--- config.mk ---
export PLATFORM = sky130hd
export DESIGN_NAME = btn_cmd_decoder
export DESIGN_NICKNAME = d
export VERILOG_FILES = /design/src/rtl/btn_cmd_decoder.sv
export SDC_FILE = /design/constraint.sdc
export NUM_CORES = 1
export LEC_CHECK = 0
export BUFFER_PORTS_ARGS = -buffer_cell sky130_fd_sc_hd__buf_4
export CORE_AREA = 5 5 141 143
export CTS_BUF_LIST = sky130_fd_sc_hd__clkbuf_16
export CTS_CLUSTER_DIAMETER = 150
export CTS_CLUSTER_SIZE = 20
export DETAILED_ROUTE_END_ITERATION = 10
export DIE_AREA = 0 0 146 148
export GPL_ROUTABILITY_DRIVEN = 1
export PLACE_DENSITY = 0.54
export SLEW_MARGIN = 20
export SYNTH_ARGS = -nofsm -noshare
export SYNTH_HDL_FRONTEND = slang
export SYNTH_SLANG_ARGS = --single-unit
--- constraint.sdc ---
create_clock -name clk -period 2 [get_ports clk]
set_clock_uncertainty 0.1 [all_clocks]
set_input_delay 0.1 -clock clk [delete_from_list [all_inputs] [get_ports clk]]
set_output_delay 0.1 -clock clk [all_outputs]
set_load 0.05 [all_outputs]
--- src/rtl/btn_cmd_decoder.sv ---
// Push-button front end for the stack-calculator controller: sync, debounce,
// press-edge detect, and one registered command per press under valid/ready.

module btn_cmd_decoder_db #(
  parameter int DB_CYCLES = 500000,
  parameter int CNT_W     = 20
) (
  input  logic clk,
  input  logic rst_n,
  input  logic sync_i,
  output logic db_o
);
  localparam logic [CNT_W-1:0] CNT_MAX = CNT_W'(DB_CYCLES - 1);

  logic [CNT_W-1:0] cnt_q;
  logic             db_q;

  // Any sample that agrees with the debounced level restarts the stability count.
  always_ff @(posedge clk or negedge rst_n) begin
    if (!rst_n) begin
      cnt_q <= '0;
      db_q  <= 1'b0;
    end else if (sync_i == db_q) begin
      cnt_q <= '0;
    end else if (cnt_q == CNT_MAX) begin
      cnt_q <= '0;
      db_q  <= ~db_q;
    end else begin
      cnt_q <= cnt_q + CNT_W'(1);
    end
  end

  assign db_o = db_q;
endmodule

module btn_cmd_decoder #(
  parameter int DB_CYCLES = 500000,
  parameter int CNT_W     = 20
) (
  input  logic       clk,
  input  logic       rst_n,
  input  logic [3:0] btns,
  input  logic [7:0] swtchs,
  output logic       cmd_valid,
  input  logic       cmd_ready,
  output logic [2:0] cmd_op,
  output logic [7:0] cmd_data,
  output logic [3:0] db_btns,
  output logic       overrun
);
  localparam logic ST_IDLE = 1'b0;
  localparam logic ST_PEND = 1'b1;

  logic [3:0] s1_q, s2_q, prev_q, press;
  logic [7:0] sw1_q, sw2_q;
  logic       state_q, state_d;
  logic [2:0] op_q, op_d;
  logic [7:0] data_q, data_d;
  logic       ovr_q, ovr_d;
  logic       trig, sel;

  always_ff @(posedge clk or negedge rst_n) begin
    if (!rst_n) begin
      s1_q   <= '0;
      s2_q   <= '0;
      sw1_q  <= '0;
      sw2_q  <= '0;
      prev_q <= '0;
    end else begin
      s1_q   <= btns;
      s2_q   <= s1_q;
      sw1_q  <= swtchs;
      sw2_q  <= sw1_q;
      prev_q <= db_btns;
    end
  end

  btn_cmd_decoder_db #(
    .DB_CYCLES(DB_CYCLES),
    .CNT_W    (CNT_W)
  ) u_db [3:0] (
    .clk   (clk),
    .rst_n (rst_n),
    .sync_i(s2_q),
    .db_o  (db_btns)
  );

  // Only the action buttons generate commands; btn1 wins a simultaneous press.
  assign press = db_btns & ~prev_q;
  assign trig  = press[0] | press[1];
  assign sel   = press[1];

  always_comb begin
    state_d = state_q;
    op_d    = op_q;
    data_d  = data_q;
    ovr_d   = ovr_q;
    case (state_q)
      ST_IDLE: begin
        if (trig) begin
          state_d = ST_PEND;
          op_d    = {db_btns[3:2], sel};
          data_d  = sw2_q;
        end
      end
      default: begin
        if (cmd_ready) begin
          if (trig) begin
            op_d   = {db_btns[3:2], sel};
            data_d = sw2_q;
          end else begin
            state_d = ST_IDLE;
          end
        end else if (trig) begin
          ovr_d = 1'b1;
        end
      end
    endcase
  end

  always_ff @(posedge clk or negedge rst_n) begin
    if (!rst_n) begin
      state_q <= ST_IDLE;
      op_q    <= '0;
      data_q  <= '0;
      ovr_q   <= 1'b0;
    end else begin
      state_q <= state_d;
      op_q    <= op_d;
      data_q  <= data_d;
      ovr_q   <= ovr_d;
    end
  end

  assign cmd_valid = (state_q == ST_PEND);
  assign cmd_op    = op_q;
  assign cmd_data  = data_q;
  assign overrun   = ovr_q;
endmodule

==> impl_results.md, run 1 <==
- Run status: complete, but fails checks
- Violations in the final reports: setup timing
- Pwr/cell area: roughly 860 nW/um^2
- Drt drc: 0
- Initial Util: 0.2946
- Die area: about 22000 um^2
- Setup-failing EPs final: 18
- Worst Tran Pin Value: between 0.5 and 0.6 ns
- Via density: 4.773
- # Max-Cap Violations: 0
- Async set-reset flop share out of synthesis: 1.000
- Initial antenna violation count: 0
- Setup crit end kind: register
- Seq/Total Area, Yosys: 0.5660
- WHS: between 0.15 and 0.2 ns
- 1st-pass router iterations: 4
- Sink Count: ~120
- Relative slew margins: 0.6134
- Drt initial violations: 227
- CP startpoint: u_db[1].cnt_q[5]
- Number of flops mapped to enable cells by yosys: 0
- Worst path required time: 2.20 ns
- CTS tree: yes
- Post-synth cell types: 39
- IO Port Bufs: 31
- Share of layout cells above drive strength 1: 0.2398
- Syn. warnings: 0
- Htree depth: 4
- Min Tclk post-route: a little over 2 ns
- Core area: 18460 um^2
- ANT cells: 0
- Vias in the first global route: roughly 4200
- Synthesized flop and latch total: around 120
- Syn Std Cell Area: 5438 um^2
- Clock transition at path regs: around 0.060 ns
- CP Max Fanout: 2
- Leakage power: between 3 and 4 nW
- GPL Wtd Cong: 0.8206
- Unrepaired setup endpoints after global routing: yes
- Largest net degree at the start of global routing: 43
- Area leader, netlist: dfrtp_1
- Final WL: ~11 mm
- Maximum VDD drop: between 0.0006 and 0.0007 V
- Synth top area share: 0.5660
- Die height: between 100 and 150 um
- Vias: 4043
- Final Worst Setup Slack: -0.07440 ns
- CTS Buf Count: 17
- Fin crit share: 1.037
- Most frequent cells after synthesis: dfrtp_1 (123), nor2_1 (72), xnor2_1 (41)
- CP Class: register to register
- Syn Area/Cell: between 10 and 15 um^2
- Post-DP HPWL: ~8 mm
- Synthesized instance count: between 400 and 500
- Gr usage total: 0.1124
- Final ANT Viol Nets: 0
- Io pins: 32
- Chip width: around 150 um
- Synth area leaders: dfrtp_1 (57%), xnor2_1 (6.6%), nor2_1 (5.0%)
- Final Hold Fails: 0
- F_max: 0.4821 GHz
- Pins Over Slew Limit: 0
- Global-route wire length before repair: approximately 20 mm
- Root Buffer Master: clkbuf_16
- Core Util, Final: 0.3889
- WP data arrival: approximately 2.3 ns
- Row cnt: 50
- Worst-Skew Late Latency: between 0.4 and 0.5 ns
- Area grow syn2layout: 31.98%
- Count leader, synth: dfrtp_1
- Grt total ovfl: 0
- Layout net count: 619
- Ys flop type: dfrtp_1
- Bufs on Longest Clock Path: 2
- Hold Path Class: input pin to asynchronous set/reset pin
- Worst setup SP type: register
- Wire per inst: about 13 um
- Mapped Nets: around 520
- Reg-to-Reg Start: u_db[1].cnt_q[5]
-- metrics by stage --
step                      TNS, ns  power (W)  setup WS [ns]  instance area, um^2  instances
after floorplan           -0.7343   0.002670        -0.1000                 5445        499
after global placement    -0.4509   0.002794       -0.09063                 6310        798
after detailed placement  -0.8022   0.002803        -0.1081                 6310        798
after CTS                 -0.6398   0.006264       -0.07723                 7141        845
after global routing       -1.664   0.006397        -0.1233                 7177        847
final                     -0.5557   0.006168       -0.07440                 7177        847
-- logic make-up (layout without fill, tap and decap cells) --
family / after synthesis / count (layout) / share of synthesized area
mux: 17 / 17 / 0.03451
compound gates: 39 / 39 / 0.05062
flops: 123 / 123 / 0.5660
fa+ha+maj: 4 / 4 / 0.009204
xor+xnor: 59 / 59 / 0.09503
buf+inv: 36 / 150 / 0.03037
simple gates: 221 / 221 / 0.2142
-- critical path: stages, from the launching register on --
cell and delay (ns):
dfrtp_1 0.37, or4_1 0.51, or4_4 0.53, nor2_4 0.14
mux2_4 0.30
-- placed cells by master, fill, tap and decap left out, drive strengths merged, types with 10 or more instances in the layout --
| master | n |
|---|---|
| nor2 | 72 |
| or4 | 10 |
| mux2 | 14 |
| nand4 | 28 |
| xnor2 | 41 |
| nor4 | 19 |
| a21oi | 18 |
| nand3 | 30 |
| inv | 22 |
| nand2 | 19 |
| xor2 | 18 |
| or3 | 11 |
| dlygate4sd3 | 14 |
| nor3 | 14 |
| buf | 84 |
| dfrtp | 123 |
| clkbuf | 17 |
-- area by class of cell --
type	instances	area (um^2)
Timing Repair Buffer	98	828.3
Clock buffer	17	425.4
Inverter	20	75.07
Sequential cell	123	3078
Fill cell	1769	11280
Clock inverter	15	230.2
Multi-Input combinational cell	340	2247
Tap cell	234	292.8
-- state kept, by name, summed over array words and instances (netlist names) --
name        cells
s2_q            4
sw1_q           8
prev_q          2
overrun         1
sw2_q           8
s1_q            4
cmd_valid       1
u_db.db_o       4
cmd_op          3
cmd_data        8
u_db.cnt_q     80
-- worst paths after layout --
check                           slack (ns)  depth (start not counted)                end
worst max-delay path                 -0.07                          4       u_db[1].db_o
worst min-delay path                  0.17                          2  u_db[3].cnt_q[17]
worst max register to register       -0.07                          4       u_db[1].db_o
worst min register to register        0.24                          0           sw2_q[2]
max in group asynchronous             1.03                          3           sw1_q[6]
min in group clk                      0.23                          2            s1_q[0]
-- power by group --
| part | leakage, nW | internal [W] | switching (W) |
|---|---|---|---|
| clock | 0.313 | 0.00231 | 0.00108 |
| combinational | 1.07 | 0.0000986 | 0.000112 |
| sequential | 1.65 | 0.00254 | 0.0000320 |
| total | 3.04 | 0.00495 | 0.00122 |
-- what timing repair did --
item                                    4_1_cts  5_1_grt
endpoints found under the setup margin       18       23
endpoints found under the hold margin        53        0
buffers inserted                              1        2
hold buffers                                 14        0
resized for setup                             8        5
pin swaps                                     3        0
-- per-layer routing --
layer / track usage / vias up / routed length (um)
li1: - / 1962 / -
met1: 0.1407 / 1990 / 5204
met2: 0.1849 / 67 / 5416
met3: 0.02820 / 24 / 377
met4: 0.04986 / 0 / 252
met5: 0 / - / 0
Note: power is estimated with default switching activity, not from simulation.
==> run 2, diff against run 1 <==
--- a/config.mk
+++ b/config.mk
@@ -14,6 +14,7 @@
 export DIE_AREA = 0 0 146 148
 export GPL_ROUTABILITY_DRIVEN = 1
 export PLACE_DENSITY = 0.54
+export SETUP_SLACK_MARGIN = 0.1
 export SLEW_MARGIN = 20
 export SYNTH_ARGS = -nofsm -noshare
 export SYNTH_HDL_FRONTEND = slang
==> impl_results.md, run 2 (same netlist as run 1, synthesis figures left out) <==
- Layout net count: 622
- Setup-failing EPs final: 18
- Vias in the first global route: 4168
- Post-Place Setup Slack: -0.09676 ns
- Root Buffer Master: clkbuf_16
- Io pins: 32
- ANT cells: 0
- Grt total ovfl: 0
- CP Max Fanout: 2
- Die height: around 150 um
- Initial Util: 0.2946
- Most common cell after layout, fill and taps aside: dfrtp_1
- F_max: approximately 0.48 GHz
- WP data arrival: between 2 and 2.5 ns
- Vias: approximately 4000
- CP Class: register to register
- M1 WL: 5.533 mm
- Clock transition at path regs: 0.05 ns
- Top layer in use: met4
- Maximum VDD drop: roughly 0.00066 V
- R2r setup slk: -0.09 ns
- Initial antenna violation count: 0
- CTS Buf Count: 17
- Run status: complete, but fails checks
- Reg-to-reg critical path endpoint: u_db[1].db_o
- Chip width: roughly 150 um
- Largest net degree at the start of global routing: 42
- 1st-pass router iterations: 4
- Share of layout cells above drive strength 1: 0.2711
- WL met3: ~400 um
- Global-route wire length before repair: just under 20 mm
- # Max-Cap Violations: 0
- Row cnt: 50
- Final WL: about 12 mm
- Die area: 21610 um^2
- Crit-path slowest cell: or4_4
- Fin crit share: 1.044
- Post-DP HPWL: a little under 8 mm
- Relative slew margins: 0.6447
- Drt drc: 0
- Htree depth: 4
- Worst path required time: approximately 2.2 ns
- CTS tree: yes
- Area grow syn2layout: 31.75%
- WHS: between 0.1 and 0.15 ns
- Post-layout power: roughly 0.0055 W
- R2R depth: 4
- Final Hold Fails: 0
- Final ANT Viol Nets: 0
- Met2 WL: 5.339 mm
- Pwr/cell area: 767.2 nW/um^2
- Slowest stage delay, CP: 0.56 ns
- Min Tclk post-route: between 2 and 2.5 ns
- Worst-path cell chain: or4_1 -> or4_4 -> nor2_4 -> mux2_4
- Via density: 4.734
- Commonest cells after routing, fill and taps aside: dfrtp_1 (116), buf_4 (84), nor2_1 (66), xnor2_1 (41), nand3_1 (30)
- Worst setup SP type: register
- Worst Tran Pin Value: roughly 0.53 ns
- Reg-to-Reg Start: u_db[1].cnt_q[14]
- Core area: approximately 18000 um^2
- Final Worst Setup Slack: -0.08789 ns
- GPL Wtd Cong: around 0.79
- Pins Over Slew Limit: 0
- Largest Register: u_db.cnt_q
- Sink Count: roughly 120
- Drt initial violations: about 320
- Gr usage total: 0.1139
- Violations in the final reports: setup timing
- Number of flip-flops in the largest register: 80
- Worst-Skew Late Latency: approximately 0.42 ns
- Unrepaired setup endpoints after global routing: yes
- Setup crit end kind: register
- Bufs on Longest Clock Path: 2
- Leakage power: slightly above 3 nW
- Hold Path Class: input pin to asynchronous set/reset pin
- IO Port Bufs: 31
- Wire per inst: 13.53 um
run 2: metrics by stage:
stage,utilization,std cells,cell area [um^2],TNS (ns)
floorplan,-,499,5456,-0.7399
global placement,0.3391,795,6259,-0.3005
detailed placement,0.3391,795,6259,-0.3861
CTS,0.3782,843,6980,-0.4736
global route,0.3882,850,7164,-1.542
finish,0.3882,850,7164,-0.4936
run 2: per-layer routing:
metal / vias to the layer above / global-route usage
li1: 1972 / -
met1: 1978 / 0.1474
met2: 55 / 0.1735
met3: 19 / 0.03679
met4: 0 / 0.05456
met5: - / 0
run 2: timing repair:
action / in CTS / in global routing
pin swaps: 2 / 9
hold endpoints to repair: 59 / 0
hold buffers: 14 / 0
endpoints found under the setup margin: 35 / 70
buffers inserted: 2 / 7
gates resized for setup: 11 / 30
run 2: worst max path at each step:
stage | from | to | depth (start not counted)
finish | u_db[1].cnt_q[14] | u_db[1].db_o | 4
global route | u_db[1].cnt_q[14] | u_db[1].db_o | 4
CTS | u_db[1].cnt_q[14] | u_db[1].db_o | 4
detailed placement | u_db[1].cnt_q[14] | u_db[1].db_o | 4
global placement | u_db[1].cnt_q[14] | u_db[1].db_o | 4
floorplan | u_db[1].cnt_q[14] | u_db[1].db_o | 4
run 2: report_power, final:
part	total, W	internal, W	switching (W)
clock network	0.00271	0.00165	0.00106
registers	0.00257	0.00254	0.0000373
logic	0.000212	0.0000991	0.000113
total	0.00550	0.00429	0.00121
run 2: area by class of cell:
type | count | area [um^2]
Clock buffer | 17 | 425.4
Clock inverter | 15 | 95.09
Multi-Input combinational cell | 340 | 2372
Timing Repair Buffer | 101 | 817.0
Fill cell | 1800 | 11290
Sequential cell | 123 | 3087
Inverter | 20 | 75.07
Tap cell | 234 | 292.8
run 2: critical path: cells and delay by family, from the launching register on:
kind / cells / cell delay, ns
AND/OR/NAND/NOR: 3 / 1.19
multiplexers: 1 / 0.30
flip-flops: 1 / 0.37
==> run 3, diff against run 2 <==
--- a/config.mk
+++ b/config.mk
@@ -5,14 +5,16 @@
 export SDC_FILE = /design/constraint.sdc
 export NUM_CORES = 1
 export LEC_CHECK = 0
+export ABC_AREA = 1
 export BUFFER_PORTS_ARGS = -buffer_cell sky130_fd_sc_hd__buf_4
-export CORE_AREA = 5 5 141 143
+export CORE_AREA = 5 5 149 151
 export CTS_BUF_LIST = sky130_fd_sc_hd__clkbuf_16
 export CTS_CLUSTER_DIAMETER = 150
 export CTS_CLUSTER_SIZE = 20
 export DETAILED_ROUTE_END_ITERATION = 10
-export DIE_AREA = 0 0 146 148
+export DIE_AREA = 0 0 154 156
 export GPL_ROUTABILITY_DRIVEN = 1
+export GPL_TIMING_DRIVEN = 0
 export PLACE_DENSITY = 0.54
 export SETUP_SLACK_MARGIN = 0.1
 export SLEW_MARGIN = 20
==> impl_results.md, run 3 <==
- Run status: complete, no violations
- Via density: around 4.3
- F_max: 0.5820 GHz
- Slowest stage delay, CP: 0.39 ns
- Synthesized flop and latch total: about 120
- Drt drc: 0
- Io pins: 32
- Critical Path End: cmd_data[5]
- Crit-path slowest cell: dfrtp_1
- R2R depth: 7
- Worst setup SP type: register
- Initial antenna violation count: 0
- ANT cells: 0
- Number of flip-flops in the largest register: 80
- Unrepaired setup endpoints after global routing: no
- Core area: ~21000 um^2
- Min Tclk post-route: around 1.7 ns
- Area grow syn2layout: 21.61%
- Seq/Total Area, Yosys: 0.5019
- Layout net count: 822
- CP Class: register to register
- Reg-to-reg critical path endpoint: cmd_data[5]
- Syn Area/Cell: slightly above 8 um^2
- Final WL: 12.95 mm
- Mapped Nets: 757
- Die area: between 20000 and 25000 um^2
- Bufs on Longest Clock Path: 2
- Setup crit end kind: register
- Die height: 156 um
- Largest Register: u_db.cnt_q
- Worst-path cell chain: inv_1 -> nor2_1 -> inv_1 -> nand2_1 -> clkinvlp_4 -> nand2_1 -> nand2_1
- Final Worst Setup Slack: approximately 0.28 ns
- Final ANT Viol Nets: 0
- Vias in the first global route: 4652
- WP data arrival: 1.92 ns
- Async set-reset flop share out of synthesis: 1.000
- CTS tree: yes
- Syn. warnings: 0
- CTS Buf Count: 17
- CP startpoint: cmd_valid
- Most frequent cells after synthesis: nor2_1 (154), nand2_1 (149), dfrtp_1 (123)
- Post-DP HPWL: 9.479 mm
- Worst Tran Pin Value: 0.5119 ns
- R2r setup slk: ~0.28 ns
- Gr usage total: 0.1174
- Ys flop type: dfrtp_1
- Syn Std Cell Area: around 6100 um^2
- Row cnt: 53
- Most common cell after layout, fill and taps aside: nor2_1
- Pwr/cell area: approximately 770 nW/um^2
- Leakage power: roughly 3.3 nW
- Global-route wire length before repair: about 23 mm
- Final Hold Fails: 0
- Synth area leaders: dfrtp_1 (50%), nor2_1 (9.4%), nand2_1 (9.1%)
- Htree depth: 4
- WHS: approximately 0.033 ns
- GPL Wtd Cong: between 0.8 and 0.9
- Fin crit share: 0.8591
- # Max-Cap Violations: 0
- Sink Count: between 100 and 150
- Grt total ovfl: 0
- CP Max Fanout: 9
- 1st-pass router iterations: 6
- Vias: 4645
- Setup Total Neg Slack: 0 ns
- Most frequent CP cell: nand2_1
- Number of flops mapped to enable cells by yosys: 0
- Post-CTS setup buffer count: 0
- Hold Path Class: input pin to asynchronous set/reset pin
- Count leader, synth: nor2_1
- Worst-Skew Late Latency: around 0.42 ns
- Relative slew margins: 0.6570
- Pins Over Slew Limit: 0
- IO Port Bufs: 31
- Largest net degree at the start of global routing: 93
- Critical path depth in cells: 7
- Wire per inst: 11.88 um
- Root Buffer Master: clkbuf_16
- Share of layout cells above drive strength 1: 0.1546
- Commonest cells after routing, fill and taps aside: nor2_1 (154), nand2_1 (148), dfrtp_1 (123), inv_1 (88), nand3_1 (70)
- Chip width: approximately 150 um
- Crit path buf inv count: 3
- Maximum VDD drop: ~0.0006 V
- Core Util, Final: 0.3604
- Clock transition at path regs: 0.06 ns
- Post-Place Setup Slack: roughly 0.12 ns
- Drt initial violations: between 300 and 400
- Crit path max-delay family: simple AND/OR/NAND/NOR gates
- Setup-failing EPs final: 0
- Synthesized instance count: between 700 and 800
- Synth top area share: 0.5019
- Area leader, netlist: dfrtp_1
- Worst path required time: between 2 and 2.5 ns
- Initial Util: 0.2964
- Post-synth cell types: 39
- Reg-to-Reg Start: cmd_valid
- Post-layout power: roughly 0.0058 W
==> run 3: cell count changes after synthesis, moves of 12 or more <==
cell / before / now
inv_1: 20 / 83
mux2_2: 14 / 0
nand2_1: 19 / 149
nand3_1: 30 / 70
nand4_1: 26 / 10
nor2_1: 72 / 154
nor2_2: 0 / 13
nor2_4: 0 / 12
nor4_1: 19 / 1
xnor2_1: 41 / 8
==> run 3: repair_timing <==
item,in CTS,in global routing
setup endpoints to repair,0,8
hold endpoints to repair,138,0
resized for setup,0,2
hold buffers,14,0
==> run 3: worst min-delay path by stage <==
stage              start                 to  slack, ns  cells past startpoint
2_1_floorplan      rst_n        cmd_data[0]      -0.30                      0
3_3_place_gp   swtchs[7]           sw1_q[7]       0.11                      1
3_5_place_dp       rst_n   u_db[1].cnt_q[1]      -0.12                      1
5_1_grt            rst_n   u_db[0].cnt_q[7]       0.05                      2
6_report           rst_n          prev_q[1]       0.03                      2
4_1_cts            rst_n  u_db[0].cnt_q[19]       0.02                      2
==> run 3: logic make-up (layout without fill, tap and decap cells) <==
group,Yosys count,count (layout),synth area share
and+or+nand+nor,447,447,0.3412
DFF,123,123,0.5019
buffers and inverters,94,171,0.06101
xor gates and xnor gates,39,39,0.05938
AOI/OAI and AO/OA,31,31,0.02836
adders and majority gates,4,4,0.008162
==> run 3: cell type report <==
| cell class | count | area [um^2] |
|---|---|---|
| fillers | 2154 | 13230 |
| flip-flops and latches | 123 | 3078 |
| multi-input cells | 521 | 2683 |
| plain buffers | 7 | 45.04 |
| well taps | 275 | 344.1 |
| inverters | 87 | 332.8 |
| clock inverters | 14 | 141.4 |
| repair buffers | 46 | 407.9 |
| clock buffers | 17 | 425.4 |
==> run 3: layer usage <==
layer  up-vias  track usage  routed length [um]
met1      2130       0.1573                6413
li1       2442            -                   -
met4         0      0.04205                 172
met3        14      0.03107                 400
met2        59       0.1841                5961
met5         -            0                   0
==> run 3: report_power, final <==
group | internal, W | total [W] | switching [W] | leakage, nW
sequential | 0.00254 | 0.00256 | 0.0000277 | 1.65
clock | 0.00191 | 0.00300 | 0.00109 | 0.298
combinational | 0.0000743 | 0.000195 | 0.000121 | 1.35
==> run 3: through the flow <==
step                area (um^2)  instances
finish                     7457       1090
floorplan                  6132        738
detailed placement         6744       1045
CTS                        7451       1090
global route               7457       1090
global placement           6709       1044
==> run 3: worst register-to-register path: stages (launching register included) <==
cell	delay (ns)
dfrtp_1	0.39
inv_1	0.06
nor2_1	0.14
inv_1	0.09
nand2_1	0.23
clkinvlp_4	0.33
nand2_1	0.19
nand2_1	0.06
